`src/rtl/fetch_pkg.sv`:
```
// Shared fetch-stage types: FSM states, bubble/halt encodings
// and the {instr, pc} entry carried by the skid buffer.
package fetch_pkg;

    typedef enum logic [1:0] {
        IDLE,
        RUN,
        HALT
    } fetch_state_t;

    localparam logic [31:0] NOP_INSTR  = 32'h0000_0013;
    localparam logic [31:0] HALT_INSTR = 32'h0010_0073;

    typedef struct packed {
        logic [31:0] instr;
        logic [31:0] pc;
    } fetch_entry_t;

endpackage

```
`src/rtl/data_fetch_io.sv`:
```
// Fetch->decode bundle: valid, instr, pc, pc_plus4.
// Producer is the fetch stage, consumer is decode.
interface data_fetch_io;

    logic        valid;
    logic [31:0] instr;
    logic [31:0] pc;
    logic [31:0] pc_plus4;

    modport producer (
        output valid, instr, pc, pc_plus4
    );

    modport consumer (
        input valid, instr, pc, pc_plus4
    );

endinterface

```
`src/rtl/fetch_skid_buffer.sv`:
```
// One-entry skid buffer holding a returned BRAM word during a stall.
// Ports: clk, rst, load, clear (wins over load), din, valid, dout.
module fetch_skid_buffer
    import fetch_pkg::*;
(
    input  logic         clk,
    input  logic         rst,
    input  logic         load,
    input  logic         clear,
    input  fetch_entry_t din,
    output logic         valid,
    output fetch_entry_t dout
);

    always_ff @(posedge clk or posedge rst) begin
        if (rst) begin
            valid <= 1'b0;
            dout  <= '0;
        end else if (clear) begin
            valid <= 1'b0;
        end else if (load) begin
            valid <= 1'b1;
            dout  <= din;
        end
    end

endmodule

```
`src/rtl/instr_fetch.sv`:
```
// Fetch stage: owns the PC, reads a 1-cycle sync BRAM, feeds D.
// Ports: start/stall_d/redirect in, imem_en/addr out, D bundle + halted out.
module instr_fetch #(
    parameter logic [31:0] RESET_PC   = 32'h0000_0000,
    parameter int          IMEM_AW    = 14,
    parameter logic [31:0] NOP_INSTR  = fetch_pkg::NOP_INSTR,
    parameter logic [31:0] HALT_INSTR = fetch_pkg::HALT_INSTR
) (
    input  logic               clk,
    input  logic               rst,
    input  logic               start,
    input  logic               stall_d,
    input  logic               pc_src_e,
    input  logic [31:0]        pc_target_e,
    output logic               imem_en,
    output logic [IMEM_AW-1:0] imem_addr,
    input  logic [31:0]        imem_rdata,
    output logic               valid_d,
    output logic [31:0]        instr_d,
    output logic [31:0]        pc_d,
    output logic [31:0]        pc_plus4_d,
    output logic               halted
);

    import fetch_pkg::*;

    fetch_state_t state;
    logic [31:0]  pc_f;
    logic [31:0]  pc_if;
    logic         inflight;

    logic         run;
    logic         redirect;
    logic         d_load;
    logic         halt_load;
    logic         issue;
    logic [31:0]  fetch_pc;

    logic         skid_valid;
    logic         skid_load;
    logic         skid_clear;
    fetch_entry_t skid_q;
    fetch_entry_t ret_entry;
    fetch_entry_t src_entry;
    logic         src_valid;

    data_fetch_io d_io ();

    assign run      = (state == RUN);
    assign redirect = run & pc_src_e;
    assign d_load   = run & ~stall_d & ~redirect;

    // Skid content is older than the BRAM return, so it goes first.
    always_comb begin
        ret_entry.instr = imem_rdata;
        ret_entry.pc    = pc_if;
        src_valid       = skid_valid | inflight;
        src_entry       = skid_valid ? skid_q : ret_entry;
    end

    assign halt_load = d_load & src_valid
                     & (src_entry.instr == HALT_INSTR);

    // While stalled, one outstanding word is the most the
    // skid can absorb, so stop issuing once one is pending.
    assign issue = run & ~halt_load
                 & (redirect | ~stall_d | (~inflight & ~skid_valid));

    assign fetch_pc  = redirect ? pc_target_e : pc_f;
    assign imem_en   = issue;
    assign imem_addr = fetch_pc[IMEM_AW+1:2];

    assign skid_load  = run & inflight & stall_d & ~redirect;
    assign skid_clear = redirect | halt_load | (d_load & skid_valid);

    fetch_skid_buffer u_skid (
        .clk   (clk),
        .rst   (rst),
        .load  (skid_load),
        .clear (skid_clear),
        .din   (ret_entry),
        .valid (skid_valid),
        .dout  (skid_q)
    );

    always_ff @(posedge clk or posedge rst) begin
        if (rst) begin
            state    <= IDLE;
            halted   <= 1'b0;
            pc_f     <= RESET_PC;
            pc_if    <= '0;
            inflight <= 1'b0;
        end else begin
            unique case (state)
                IDLE: begin
                    if (start) begin
                        state <= RUN;
                        pc_f  <= RESET_PC;
                    end
                end
                RUN: begin
                    if (halt_load) begin
                        state  <= HALT;
                        halted <= 1'b1;
                    end
                end
                HALT: begin
                    if (start) begin
                        state  <= RUN;
                        halted <= 1'b0;
                        pc_f   <= RESET_PC;
                    end
                end
                default: begin
                    state  <= IDLE;
                    halted <= 1'b0;
                end
            endcase
            inflight <= issue;
            if (issue) begin
                pc_f  <= fetch_pc + 32'd4;
                pc_if <= fetch_pc;
            end
        end
    end

    // D register; a bubble keeps the old pc so only valid/instr move.
    always_ff @(posedge clk or posedge rst) begin
        if (rst) begin
            d_io.valid    <= 1'b0;
            d_io.instr    <= NOP_INSTR;
            d_io.pc       <= '0;
            d_io.pc_plus4 <= '0;
        end else if (redirect) begin
            d_io.valid <= 1'b0;
            d_io.instr <= NOP_INSTR;
        end else if (d_load) begin
            if (src_valid) begin
                d_io.valid    <= 1'b1;
                d_io.instr    <= src_entry.instr;
                d_io.pc       <= src_entry.pc;
                d_io.pc_plus4 <= src_entry.pc + 32'd4;
            end else begin
                d_io.valid <= 1'b0;
                d_io.instr <= NOP_INSTR;
            end
        end
    end

    assign valid_d    = d_io.valid;
    assign instr_d    = d_io.instr;
    assign pc_d       = d_io.pc;
    assign pc_plus4_d = d_io.pc_plus4;

endmodule

```
`config.mk`:
```
export PLATFORM = sky130hd
export DESIGN_NAME = instr_fetch
export DESIGN_NICKNAME = d
export VERILOG_FILES = /design/src/rtl/fetch_pkg.sv /design/src/rtl/data_fetch_io.sv /design/src/rtl/fetch_skid_buffer.sv /design/src/rtl/instr_fetch.sv
export SDC_FILE = /design/constraint.sdc
export NUM_CORES = 1
export LEC_CHECK = 0
export ABC_AREA = 1
export BUFFER_PORTS_ARGS = -buffer_cell sky130_fd_sc_hd__buf_4
export CAP_MARGIN = 20
export CORE_ASPECT_RATIO = 1.4
export CORE_MARGIN = 3
export CORE_UTILIZATION = 55
export DETAILED_ROUTE_END_ITERATION = 10
export GPL_TIMING_DRIVEN = 0
export PLACE_DENSITY = 0.78
export SYNTH_ARGS = -nofsm -noshare
export SYNTH_HDL_FRONTEND = slang
export SYNTH_SLANG_ARGS = --single-unit
```
`constraint.sdc`:
```
create_clock -name clk -period 9.4 [get_ports clk]
set_input_delay 1.41 -clock clk [delete_from_list [all_inputs] [get_ports clk]]
set_output_delay 1.41 -clock clk [all_outputs]
set_load 0.02 [all_outputs]
```
==> summary.txt, run 1 <==
Layout
  • Signed area change from the synthesized netlist to the final layout: 21.84%
  • Post-layout util: 69.11%
  • Count of nets after finishing: 1844
  • ANT cells: 0
  • Number of cells in the finished layout apart from fillers: 2047
  • Count of fill cells added during filler insertion: 1826
  • Share of layout cells above drive strength 1: 19.54%

Power and ir drop
  • Static Leakage: 0.007200 µW
  • Power share of the combinational group: 37.7%
  • Areal power density over the cells: 289.6 nW/µm²
  • Maximum ir drop on the vdd rail: 0.0001658 V
  • Switching Fraction: 38.50%
  • Flop pwr share: 37.6%
  • Internal power: 2569 µW
  • Portion of total power attributed to the clock network: 24.7%
  • Net switching power figure: 1608 µW
  • Total Power Consumption: 4177 µW

Yosys
  • Largest area contributor in the synthesized netlist: sky130_fd_sc_hd__dfrtp_1
  • Top cells by area, synth: sky130_fd_sc_hd__dfrtp_1, sky130_fd_sc_hd__nand2_1, sky130_fd_sc_hd__o21ai_0
  • Synth Cell Area: 11840 µm²
  • Post-Synthesis Net Count: 1636
  • Synthesis-stage register bit count: 228
  • Synthesized area per cell: 7.563 µm²
  • Register area share after synthesis: 48.23%
  • Post-synthesis instance total: 1565
  • Library cells used by synthesis: 43
  • Fraction of post-synthesis cell area in the top cell type by area: 47.57%
  • Number of warnings printed during yosys synthesis: 0

Clocking
  • Clock Tree Buf Depth: 3
  • Clock edge transition at the registers on the reported setup and hold paths: 0.06 ns
  • Total clock buffers created by CTS: 24
  • CTS tree: yes
  • Post-CTS Setup Inserts: 0
  • Cell chosen for the clock root: sky130_fd_sc_hd__clkbuf_16
  • Number of clock sinks: 228
  • Clock latency on the worst-skew pair: 0.53 ns
  • H-tree depth reported by CTS: 1
  • Hold-fix buffers, CTS: 0
  • Cts repair resizes: 0

STA
  • Worst clock skew: 0.01622 ns
  • Maximum clock frequency: 222.0 MHz
  • Max transition margin: 42.84%
  • Worst slew pin tran: 0.8574 ns
  • Worst setup margin: 4.895 ns
  • Number of max-slew violations in the final report: 0
  • Total negative slack for setup checks: 0 ns
  • Number of setup violations in the final report: 0
  • Share of the cycle needed by the critical path after routing: 47.92%
  • Total count of hold-check failures in the final report: 0
  • Final critical delay including setup and external delays: 4.505 ns
  • Setup repair after global routing missed its margin: no

Floorplan
  • Effective utilization at floorplan: 56.72%
  • Overall die area: 23340 µm²
  • Top-level port count: 182
  • Floorplan core area: 20870 µm²
  • Die boundary height: 179.6 µm
  • Row count: 62
  • Horizontal die dimension: 130.0 µm

Worst setup path
  • Worst setup path endpoint: imem_en
  • Critical path fanouts, max: 11
  • Critical path startpoint: imem_rdata[5]
  • Slack of the worst reg-to-reg path: 6.73 ns
  • Number of cells on the worst reg-to-reg path: 16
  • Arrival time reported for the critical path endpoint: 3.09 ns
  • Crit Path Category: input pin to primary output
  • Capturing element type of the critical path: primary output
  • Reg2reg start: u_skid.valid
  • CP startpoint kind: input pin
  • Crit path required time: 7.99 ns
  • Crit Reg-Reg Endpoint: pc_plus4_d[30]

Drt
  • Detailed-route via count: 11.13k
  • Via-to-Cell Ratio: 5.435
  • Starting DRC count in detailed routing: 710
  • Wire length after detailed routing: 34400 µm
  • Antenna Nets Post-Route: 0
  • Drc violations: 0
  • Post-DR wirelength/cell: 16.81 µm
  • Router iterations before antenna repair: 6

Placed design
  • Number of cells in the design after placement: 2003
  • Estimated wirelength of the detail-placed design: 25620 µm
  • Minimum setup slack after placement: 4.948 ns
  • IO buf count: 181
  • Final RePlAce weighted congestion: 0.9266

Hold path
  • Worst hold path stage count: 2
  • Path category of the worst min-delay check: register to register

Global route
  • Maximum number of pins on one net before global-route repair: 124
  • Antenna violations before repair: 0
  • Overall fraction of global-route tracks in use: 29.42%
  • Vias in the first global route: 11.12k
  • Remaining global-route overflow: 0
  • Wire length of the first global-routing pass: 55470 µm

Flow run
  • Maximum Capacitance Violations: 0

Status
  • Run status: finished clean
[synth_stat cells (all sizes together)]
cell type  count
a31oi          4
xor2          10
and2           4
mux2           5
clkinv         2
mux2i          1
or2            1
nor4           1
o22ai         21
buf           64
nor2         135
o2111ai        1
nand3         90
ha             2
xnor2          2
o21ai        188
dfrtp        225
nand4         35
nand3b         3
inv          181
nor3           5
dfstp          3
o31ai          3
clkbuf        26
o211ai         5
nand2        538
a21oi          9
a22oi          1
[sequential cells by signal, summed over array words and instances, names as in the netlist]
register / flops
halted: 1
inflight: 1
instr_d: 32
pc_d: 32
pc_f: 32
pc_if: 32
pc_plus4_d: 30
state: 2
u_skid.dout: 64
u_skid.valid: 1
valid_d: 1
[logic make-up after synthesis]
kind of cell / synth area share (%)
buf+inv: 10.68
compound gates: 10.80
fa+ha+maj: 0.2114
flops: 48.23
mux: 0.5602
simple gates: 28.63
xor+xnor: 0.8879
[power groups by stage]
stage | clock (µW) | sequential [µW] | combinational, µW
CTS | 1040 | 1570 | 1570
global placement | 0 | 1570 | 1530
floorplan | 0 | 1720 | 830
global route | 1070 | 1610 | 1750
detailed placement | 0 | 1580 | 1560
finish | 1030 | 1570 | 1570
[worst max-delay path: stages]
cell,delay (ns)
sky130_fd_sc_hd__buf_4,0.11
sky130_fd_sc_hd__o21ai_0,0.32
sky130_fd_sc_hd__nor2_1,0.07
sky130_fd_sc_hd__nand3_1,0.12
sky130_fd_sc_hd__nor2_1,0.07
sky130_fd_sc_hd__nand3_2,0.15
sky130_fd_sc_hd__nand2_1,0.11
sky130_fd_sc_hd__nor2_2,0.17
sky130_fd_sc_hd__buf_2,0.33
sky130_fd_sc_hd__buf_4,0.21
[stage by stage]
stage / area [µm²] / hold WS (ns)
2_1_floorplan: 11840 / 0.4457
3_3_place_gp: 13520 / 0.4646
3_5_place_dp: 13550 / 0.4681
4_1_cts: 14420 / 0.4842
5_1_grt: 14420 / 0.4996
6_report: 14420 / 0.4799
[area by class of cell]
| cell class | instances | area (µm²) | share of cell area [%] |
|---|---|---|---|
| sequential | 228 | 5709 | 39.59 |
| multi-input combinational | 1064 | 4863 | 33.72 |
| timing repair buffer | 182 | 1386 | 9.613 |
| clock buffer | 37 | 739.5 | 5.128 |
| inverter | 183 | 694.4 | 4.815 |
| buffer | 90 | 576.8 | 4.000 |
| tap | 256 | 320.3 | 2.221 |
| clock inverter | 7 | 131.4 | 0.9110 |
[how the worst min path moves through the flow]
stage / startpoint / end / slack, ns
floorplan: u_skid.dout[31] / u_skid.dout[31] / 0.45
finish: pc_d[7] / pc_d[7] / 0.48
detailed placement: pc_d[7] / pc_d[7] / 0.47
global placement: pc_d[12] / pc_d[12] / 0.46
global route: pc_plus4_d[3] / pc_plus4_d[3] / 0.50
CTS: pc_d[7] / pc_d[7] / 0.48
[cells in the final DEF (no fill, tap or decap), drive strengths merged, types with 3 or more instances in the layout]
cell type / instances
and2: 4
nand3: 90
clkinv: 3
a31oi: 4
xor2: 10
clkbuf: 63
o22ai: 21
o21ai: 188
dfrtp: 225
o31ai: 3
buf: 246
dfstp: 3
nand4: 35
nand2: 538
mux2: 5
inv: 183
nand3b: 3
bufinv: 3
a21oi: 9
nor2: 135
nor3: 5
o211ai: 5
[metal layers]
layer  track usage, %  share of wire [%]  up-vias
li1                 -                  -     5370
met1            37.79                 41     5235
met2            50.18                 49      422
met3            3.147                5.6       99
met4            12.31                4.1        0
met5                0                  0        -
(Power assumes the default switching activity.)
==> run 2: changes to the inputs <==
==> constraint.sdc (replaced) <==
create_clock -name clk -period 4.32 [get_ports clk]
set_input_delay 0.648 -clock clk [delete_from_list [all_inputs] [get_ports clk]]
set_output_delay 0.648 -clock clk [all_outputs]
set_load 0.02 [all_outputs]
==> run 2 against run 1 <==
  * Clock power increased by 90%
  * Register-to-register slack got worse by 5.1 ns
  * Hold slack got worse by 0.29 ns
  * Via count down 0.32%
  * First-iteration DRC count rose by 18%
  * Cell area down 0.30%
  * Global-route usage about the same
  * Sequential cell count did not move
  * Critical endpoint unchanged
  * Largest cell class unchanged
  * Largest power group is now combinational cells
==> summary.txt, run 2 (same netlist as run 1, synthesis figures left out) <==
Drt
  • Router iterations before antenna repair: 7
  • Antenna Nets Post-Route: 0
  • Post-DR wirelength/cell: 16.78 µm
  • Wire length after detailed routing: 34400 µm
  • Via-to-Cell Ratio: 5.410
  • Drc violations: 0
  • Starting DRC count in detailed routing: 836
  • Detailed-route via count: 11.09k

Worst setup path
  • Reg2reg start: u_skid.valid
  • Worst setup path endpoint: imem_en
  • Critical path fanouts, max: 11
  • Crit Path Category: register to primary output
  • CP startpoint kind: register
  • Number of cells on the worst reg-to-reg path: 16
  • Crit path required time: 3.67 ns
  • Arrival time reported for the critical path endpoint: 2.87 ns
  • Capturing element type of the critical path: primary output
  • Critical path startpoint: u_skid.valid
  • Crit Reg-Reg Endpoint: pc_plus4_d[30]
  • Slack of the worst reg-to-reg path: 1.67 ns

Placed design
  • Final RePlAce weighted congestion: 0.9370
  • Estimated wirelength of the detail-placed design: 26220 µm
  • Minimum setup slack after placement: 1.374 ns
  • IO buf count: 181

Clocking
  • Cts repair resizes: 0
  • Clock Tree Buf Depth: 3
  • Clock edge transition at the registers on the reported setup and hold paths: 0.07 ns
  • Post-CTS Setup Inserts: 0
  • Total clock buffers created by CTS: 23
  • Hold-fix buffers, CTS: 0
  • H-tree depth reported by CTS: 1
  • CTS tree: yes
  • Clock latency on the worst-skew pair: 0.52 ns
  • Cell chosen for the clock root: sky130_fd_sc_hd__clkbuf_16
  • Number of clock sinks: 228

Layout
  • Commonest non-fill, non-tap cell in the layout: sky130_fd_sc_hd__nand2_1
  • Post-layout util: 68.90%
  • ANT cells: 0
  • Register ranked first by flip-flop count: u_skid.dout
  • Count of nets after finishing: 1848
  • Most used cells in the layout excluding fill and tap cells: sky130_fd_sc_hd__nand2_1, sky130_fd_sc_hd__dfrtp_1, sky130_fd_sc_hd__buf_4, sky130_fd_sc_hd__inv_1, sky130_fd_sc_hd__o21ai_0
  • Share of layout cells above drive strength 1: 19.68%
  • Signed area change from the synthesized netlist to the final layout: 21.47%
  • Max FFs per register: 64

STA
  • Number of max-slew violations in the final report: 0
  • Total count of hold-check failures in the final report: 0
  • Final critical delay including setup and external delays: 3.518 ns
  • Worst setup margin: 0.8016 ns
  • Share of the cycle needed by the critical path after routing: 81.44%
  • Number of setup violations in the final report: 0
  • Worst clock skew: 0.01878 ns
  • Final worst hold slack: 0.1914 ns
  • Setup repair after global routing missed its margin: no
  • Worst slew pin tran: 0.7581 ns
  • Max transition margin: 49.46%
  • Maximum clock frequency: 284.2 MHz

Global route
  • Wire length of the first global-routing pass: 55580 µm
  • Antenna violations before repair: 0
  • Maximum number of pins on one net before global-route repair: 43
  • Remaining global-route overflow: 0
  • Overall fraction of global-route tracks in use: 29.41%
  • Vias in the first global route: 10.86k

Hold path
  • Path category of the worst min-delay check: input pin to async pin

Floorplan
  • Effective utilization at floorplan: 56.72%
  • Row count: 62
  • Floorplan core area: 20870 µm²
  • Top-level port count: 182
  • Overall die area: 23340 µm²
  • Horizontal die dimension: 130.0 µm
  • Die boundary height: 179.6 µm

Power and ir drop
  • Maximum ir drop on the vdd rail: 0.0003193 V
  • Static Leakage: 0.007170 µW
  • Areal power density over the cells: 613.9 nW/µm²

Status
  • Run status: finished clean

Flow run
  • Maximum Capacitance Violations: 0
-- run 2: changes by cell type in the layout (fill, tap and decap cells not counted), sizes merged --
cell      before  now
clkinvlp       1    5
clkbuf        63   56
clkinv         3    8
inv          183  181
buf          246  251
bufinv         3    1
-- run 2: worst min-delay path by stage --
stage,startpoint,endpoint,slack (ns),cells past startpoint
global route,rst,u_skid.dout[9],0.20,2
detailed placement,pc_plus4_d[31],pc_plus4_d[31],0.47,2
CTS,rst,u_skid.dout[8],0.19,2
floorplan,u_skid.dout[31],u_skid.dout[31],0.45,2
finish,rst,u_skid.dout[9],0.19,2
global placement,u_skid.dout[31],u_skid.dout[31],0.46,2
-- run 2: worst max-delay path, cell delays in order (launching register included) --
cell                      delay, ns
sky130_fd_sc_hd__dfrtp_1       0.39
sky130_fd_sc_hd__buf_6         0.16
sky130_fd_sc_hd__buf_4         0.18
sky130_fd_sc_hd__o21ai_0       0.32
sky130_fd_sc_hd__nor2_1        0.07
sky130_fd_sc_hd__nand3_1       0.14
sky130_fd_sc_hd__nor2_1        0.07
sky130_fd_sc_hd__nand3_2       0.15
sky130_fd_sc_hd__nand2_1       0.12
sky130_fd_sc_hd__nor2_2        0.18
sky130_fd_sc_hd__buf_2         0.34
sky130_fd_sc_hd__buf_4         0.21
-- run 2: power by group --
group          internal, µW  switching, µW  leakage, µW
clock                  1100            868     0.000352
sequential             2950            478      0.00288
combinational          1290           2150      0.00393
-- run 2: layout make-up --
type,instances,area (µm²)
buffer,90,576.8
clock buffer,30,631.9
clock inverter,12,98.84
fill,1794,6490
inverter,183,690.7
multi-input combinational,1064,4863
sequential,228,5709
tap,256,320.3
timing repair buffer,187,1486
-- run 2: metrics by stage --
step	total power, µW	std cells	setup TNS [ns]	area [µm²]
after floorplan	5539	1565	0	11840
after global placement	6729	2002	-141.39	13520
after detailed placement	6850	2008	0	13650
after CTS	8827	2050	0	14380
after global routing	9385	2050	0	14380
final	8826	2050	0	14380
-- run 2: metal layers --
metal	global-route usage (%)	part of all wire, %	vias to the layer above
met5	0	0	-
met4	10.98	3.9	0
met3	3.266	5.6	87
met2	50.22	50	394
met1	38.27	41	5242
li1	-	-	5367
==> run 3: changes to the inputs <==
--- a/config.mk
+++ b/config.mk
@@ -5,15 +5,15 @@
 export SDC_FILE = /design/constraint.sdc
 export NUM_CORES = 1
 export LEC_CHECK = 0
-export ABC_AREA = 1
+export ABC_AREA = 0
 export BUFFER_PORTS_ARGS = -buffer_cell sky130_fd_sc_hd__buf_4
 export CAP_MARGIN = 20
 export CORE_ASPECT_RATIO = 1.4
 export CORE_MARGIN = 3
-export CORE_UTILIZATION = 55
+export CORE_UTILIZATION = 52
 export DETAILED_ROUTE_END_ITERATION = 10
 export GPL_TIMING_DRIVEN = 0
-export PLACE_DENSITY = 0.78
+export PLACE_DENSITY = 0.77
 export SYNTH_ARGS = -nofsm -noshare
 export SYNTH_HDL_FRONTEND = slang
 export SYNTH_SLANG_ARGS = --single-unit
==> constraint.sdc (replaced) <==
create_clock -name clk -period 2.8 [get_ports clk]
set_input_delay 0.42 -clock clk [delete_from_list [all_inputs] [get_ports clk]]
set_output_delay 0.42 -clock clk [all_outputs]
set_load 0.02 [all_outputs]
==> run 3 against run 2 <==
  * The run now ends with setup timing left
  * Global-route usage shrank 0.52 points
  * Worst setup slack lost 1.1 ns
  * Power grew 45%
  * Hold slack lost 0.055 ns
  * Clock-buffer cell count grew 2
  * First-iteration DRC count shrank 17%
  * Register-to-register slack lost 2.0 ns
  * Clock skew shrank 0.0032 ns
  * Synthesized cell count shrank 23%
  * Sequential share of layout area shrank 2.5 points
  * Sequential power grew 52%
  * Wire length grew 6.7%
  * Largest cell class is now multi-input gates
  * Highest routed layer unchanged
==> summary.txt, run 3 <==
Drt
  • Wire length after detailed routing: 36720 µm
  • Router iterations before antenna repair: 5
  • Post-DR wirelength/cell: 20.64 µm
  • Starting DRC count in detailed routing: 694
  • Detailed-route via count: 10.50k
  • Drc violations: 0
  • Via-to-Cell Ratio: 5.903
  • Antenna Nets Post-Route: 0

Yosys
  • Commonest cells in the synthesized netlist: sky130_fd_sc_hd__dfrtp_1, sky130_fd_sc_hd__nand2_1, sky130_fd_sc_hd__o21ai_0, sky130_fd_sc_hd__mux2_2, sky130_fd_sc_hd__mux2i_1
  • Share of synthesized cell area in and, or, nand and nor gates: 18.00%
  • Leading register cell type out of synthesis: sky130_fd_sc_hd__dfrtp_1
  • Fraction of post-synthesis cell area in the top cell type by area: 48.47%
  • Synth Cell Area: 11620 µm²
  • Largest area contributor in the synthesized netlist: sky130_fd_sc_hd__dfrtp_1
  • Number of synthesized flops with an enable pin: 0
  • Post-synthesis instance total: 1204
  • Combinational family with the most area after synthesis: simple AND/OR/NAND/NOR gates
  • Number of warnings printed during yosys synthesis: 0
  • Library cells used by synthesis: 63
  • Proportion of register bits with asynchronous set or reset after synthesis: 100.0%
  • Fraction of synthesized area in multiplexers: 13.00%
  • Arithmetic-cell share of the synthesized area counting full adders, half adders and majority gates: 0.2154%
  • Compound-cell area share of the yosys netlist: 11.67%
  • Synthesized area per cell: 9.649 µm²
  • Register area share after synthesis: 49.14%
  • Post-synthesis xor/xnor area fraction: 3.920%
  • Top cells by area, synth: sky130_fd_sc_hd__dfrtp_1, sky130_fd_sc_hd__mux2_2, sky130_fd_sc_hd__nand2_1
  • Most instantiated library cell after synthesis: sky130_fd_sc_hd__dfrtp_1
  • Post-Synthesis Net Count: 1275
  • Synthesis-stage register bit count: 228

Status
  • Violations in the final reports: setup timing
  • Run status: complete, but fails checks

STA
  • Setup repair after global routing missed its margin: yes
  • Total count of hold-check failures in the final report: 0
  • Final worst hold slack: 0.1367 ns
  • Worst setup margin: -0.3036 ns
  • Worst clock skew: 0.01555 ns
  • Total negative slack for setup checks: -1.291 ns
  • Number of setup violations in the final report: 8
  • Max transition margin: 47.57%
  • Share of the cycle needed by the critical path after routing: 110.8%
  • Number of max-slew violations in the final report: 0
  • Maximum clock frequency: 322.2 MHz
  • Worst slew pin tran: 0.7865 ns
  • Final critical delay including setup and external delays: 3.104 ns

Global route
  • Overall fraction of global-route tracks in use: 28.89%
  • Vias in the first global route: 10.48k
  • Wire length of the first global-routing pass: 56080 µm
  • Antenna violations before repair: 0
  • Remaining global-route overflow: 0
  • Maximum number of pins on one net before global-route repair: 44

Clocking
  • Total clock buffers created by CTS: 23
  • CTS tree: yes
  • Cell chosen for the clock root: sky130_fd_sc_hd__clkbuf_16
  • Clock Tree Buf Depth: 3
  • H-tree depth reported by CTS: 1
  • Clock edge transition at the registers on the reported setup and hold paths: 0.07 ns
  • Clock latency on the worst-skew pair: 0.51 ns
  • Number of clock sinks: 228

Worst setup path
  • Cells along the critical path: nand3b_1 -> buf_6 -> buf_8 -> buf_12 -> buf_12 -> nand2_4 -> nand2_4 -> ha_4 -> nand3_2 -> or4_4 -> a221oi_4 -> and2_4 -> xor2_1 -> a22oi_1 -> o21ai_1
  • Worst-path cell with the longest stage delay: sky130_fd_sc_hd__or4_4
  • Reg2reg start: state[0]
  • Slack of the worst reg-to-reg path: -0.30 ns
  • Number of cells on the worst reg-to-reg path: 15
  • Crit Path Category: register to register
  • Arrival time reported for the critical path endpoint: 3.49 ns
  • Highest cell delay on the worst timing path: 0.58 ns
  • Crit path required time: 3.19 ns
  • Crit Reg-Reg Endpoint: pc_f[28]
  • Critical path fanouts, max: 6
  • CP startpoint kind: register
  • Capturing element type of the critical path: register

Floorplan
  • Horizontal die dimension: 132.3 µm
  • Overall die area: 24200 µm²
  • Row count: 64
  • Top-level port count: 182
  • Die boundary height: 182.9 µm
  • Effective utilization at floorplan: 52.95%
  • Floorplan core area: 21940 µm²

Layout
  • Share of layout cells above drive strength 1: 30.70%
  • Number of cells in the finished layout apart from fillers: 1779
  • Most used cells in the layout excluding fill and tap cells: sky130_fd_sc_hd__buf_4, sky130_fd_sc_hd__dfrtp_1, sky130_fd_sc_hd__nand2_1, sky130_fd_sc_hd__o21ai_0, sky130_fd_sc_hd__mux2_2
  • Signed area change from the synthesized netlist to the final layout: 32.28%
  • ANT cells: 0
  • Max FFs per register: 64
  • Count of nets after finishing: 1537
  • Post-route standard cell area excluding fillers: 15370 µm²
  • Commonest non-fill, non-tap cell in the layout: sky130_fd_sc_hd__buf_4
  • Register ranked first by flip-flop count: u_skid.dout

Hold path
  • Path category of the worst min-delay check: input pin to register
  • Start point of the worst min-delay path: pc_target_e[0]
  • Worst hold path stage count: 3
  • End point of the worst hold path: pc_f[0]

Power and ir drop
  • Maximum ir drop on the vdd rail: 0.0004333 V
  • Total Power Consumption: 12830 µW
  • Static Leakage: 0.006864 µW
  • Areal power density over the cells: 835.1 nW/µm²

Placed design
  • Placed inst area: 13610 µm²
  • Number of cells in the design after placement: 1688
  • Estimated wirelength of the detail-placed design: 27110 µm
  • Final RePlAce weighted congestion: 0.9517
  • IO buf count: 181

Flow run
  • Maximum Capacitance Violations: 0
## run 3: cell types whose count changed after synthesis, moves of 28 or more
cell,change
sky130_fd_sc_hd__inv_1,-156
sky130_fd_sc_hd__mux2_2,+66
sky130_fd_sc_hd__nand3_1,-28
sky130_fd_sc_hd__nor2_1,-57
sky130_fd_sc_hd__nand2_1,-314
sky130_fd_sc_hd__mux2i_1,+70
## run 3: worst max path at each step
stage,startpoint,to,slack [ns],depth (start not counted)
4_1_cts,state[1],pc_f[28],-0.26,16
3_5_place_dp,pc_src_e,pc_f[22],-1.06,16
5_1_grt,state[0],pc_f[28],-0.39,15
3_3_place_gp,rst,pc_f[22],-1.92,2
6_report,state[0],pc_f[28],-0.30,15
2_1_floorplan,rst,halted,-0.60,1
## run 3: metrics by stage
stage / setup WS, ns / utilization (%)
after floorplan: -0.5975 / -
after global placement: -1.917 / 61.49
after detailed placement: -1.059 / 62.04
after CTS: -0.2640 / 68.03
after global routing: -0.3859 / 70.04
final: -0.3036 / 70.04
## run 3: per-layer routing
layer / up-vias / global-route usage, % / share of wire [%]
li1: 4768 / - / -
met2: 447 / 53.26 / 52
met4: 0 / 15.02 / 5.6
met1: 5169 / 33.10 / 37
met3: 118 / 2.991 / 5.3
met5: - / 0 / 0
## run 3: layout make-up
type                       instances  area, µm²
buffer                            77      574.3
clock buffer                      32      669.4
clock inverter                     9      151.4
fill                            1679       6574
inverter                          17      70.07
multi-input combinational        877       5879
sequential                       228       5710
tap                              297      371.6
timing repair buffer             242       1941
## run 3: timing repair
action,CTS,global route
setup buffers,27,25
gates resized for setup,60,59
endpoints found under the setup margin,54,42
pin swaps,18,19
endpoints found under the hold margin,6,0
gates cloned,0,2
hold buffers,1,0
## run 3: cell families (layout without fill, tap and decap cells)
family	after synthesis	in the layout
xor+xnor	52	52
mux	142	142
buf+inv	99	377
simple gates	447	447
fa+ha+maj	2	2
compound gates	234	234
flops	228	228
## run 3: power breakdown
part	switching (µW)	internal, µW
registers	912	4290
logic	2350	1940
clock network	1300	2040
## run 3: worst max-delay path: cells and delay by family (launching register included)
| kind | cells | cell delay [ns] |
|---|---|---|
| flops | 1 | 0.43 |
| simple gates | 6 | 1.20 |
| compound gates | 3 | 0.63 |
| buf+inv | 4 | 0.47 |
| fa+ha+maj | 1 | 0.17 |
| xor+xnor | 1 | 0.07 |
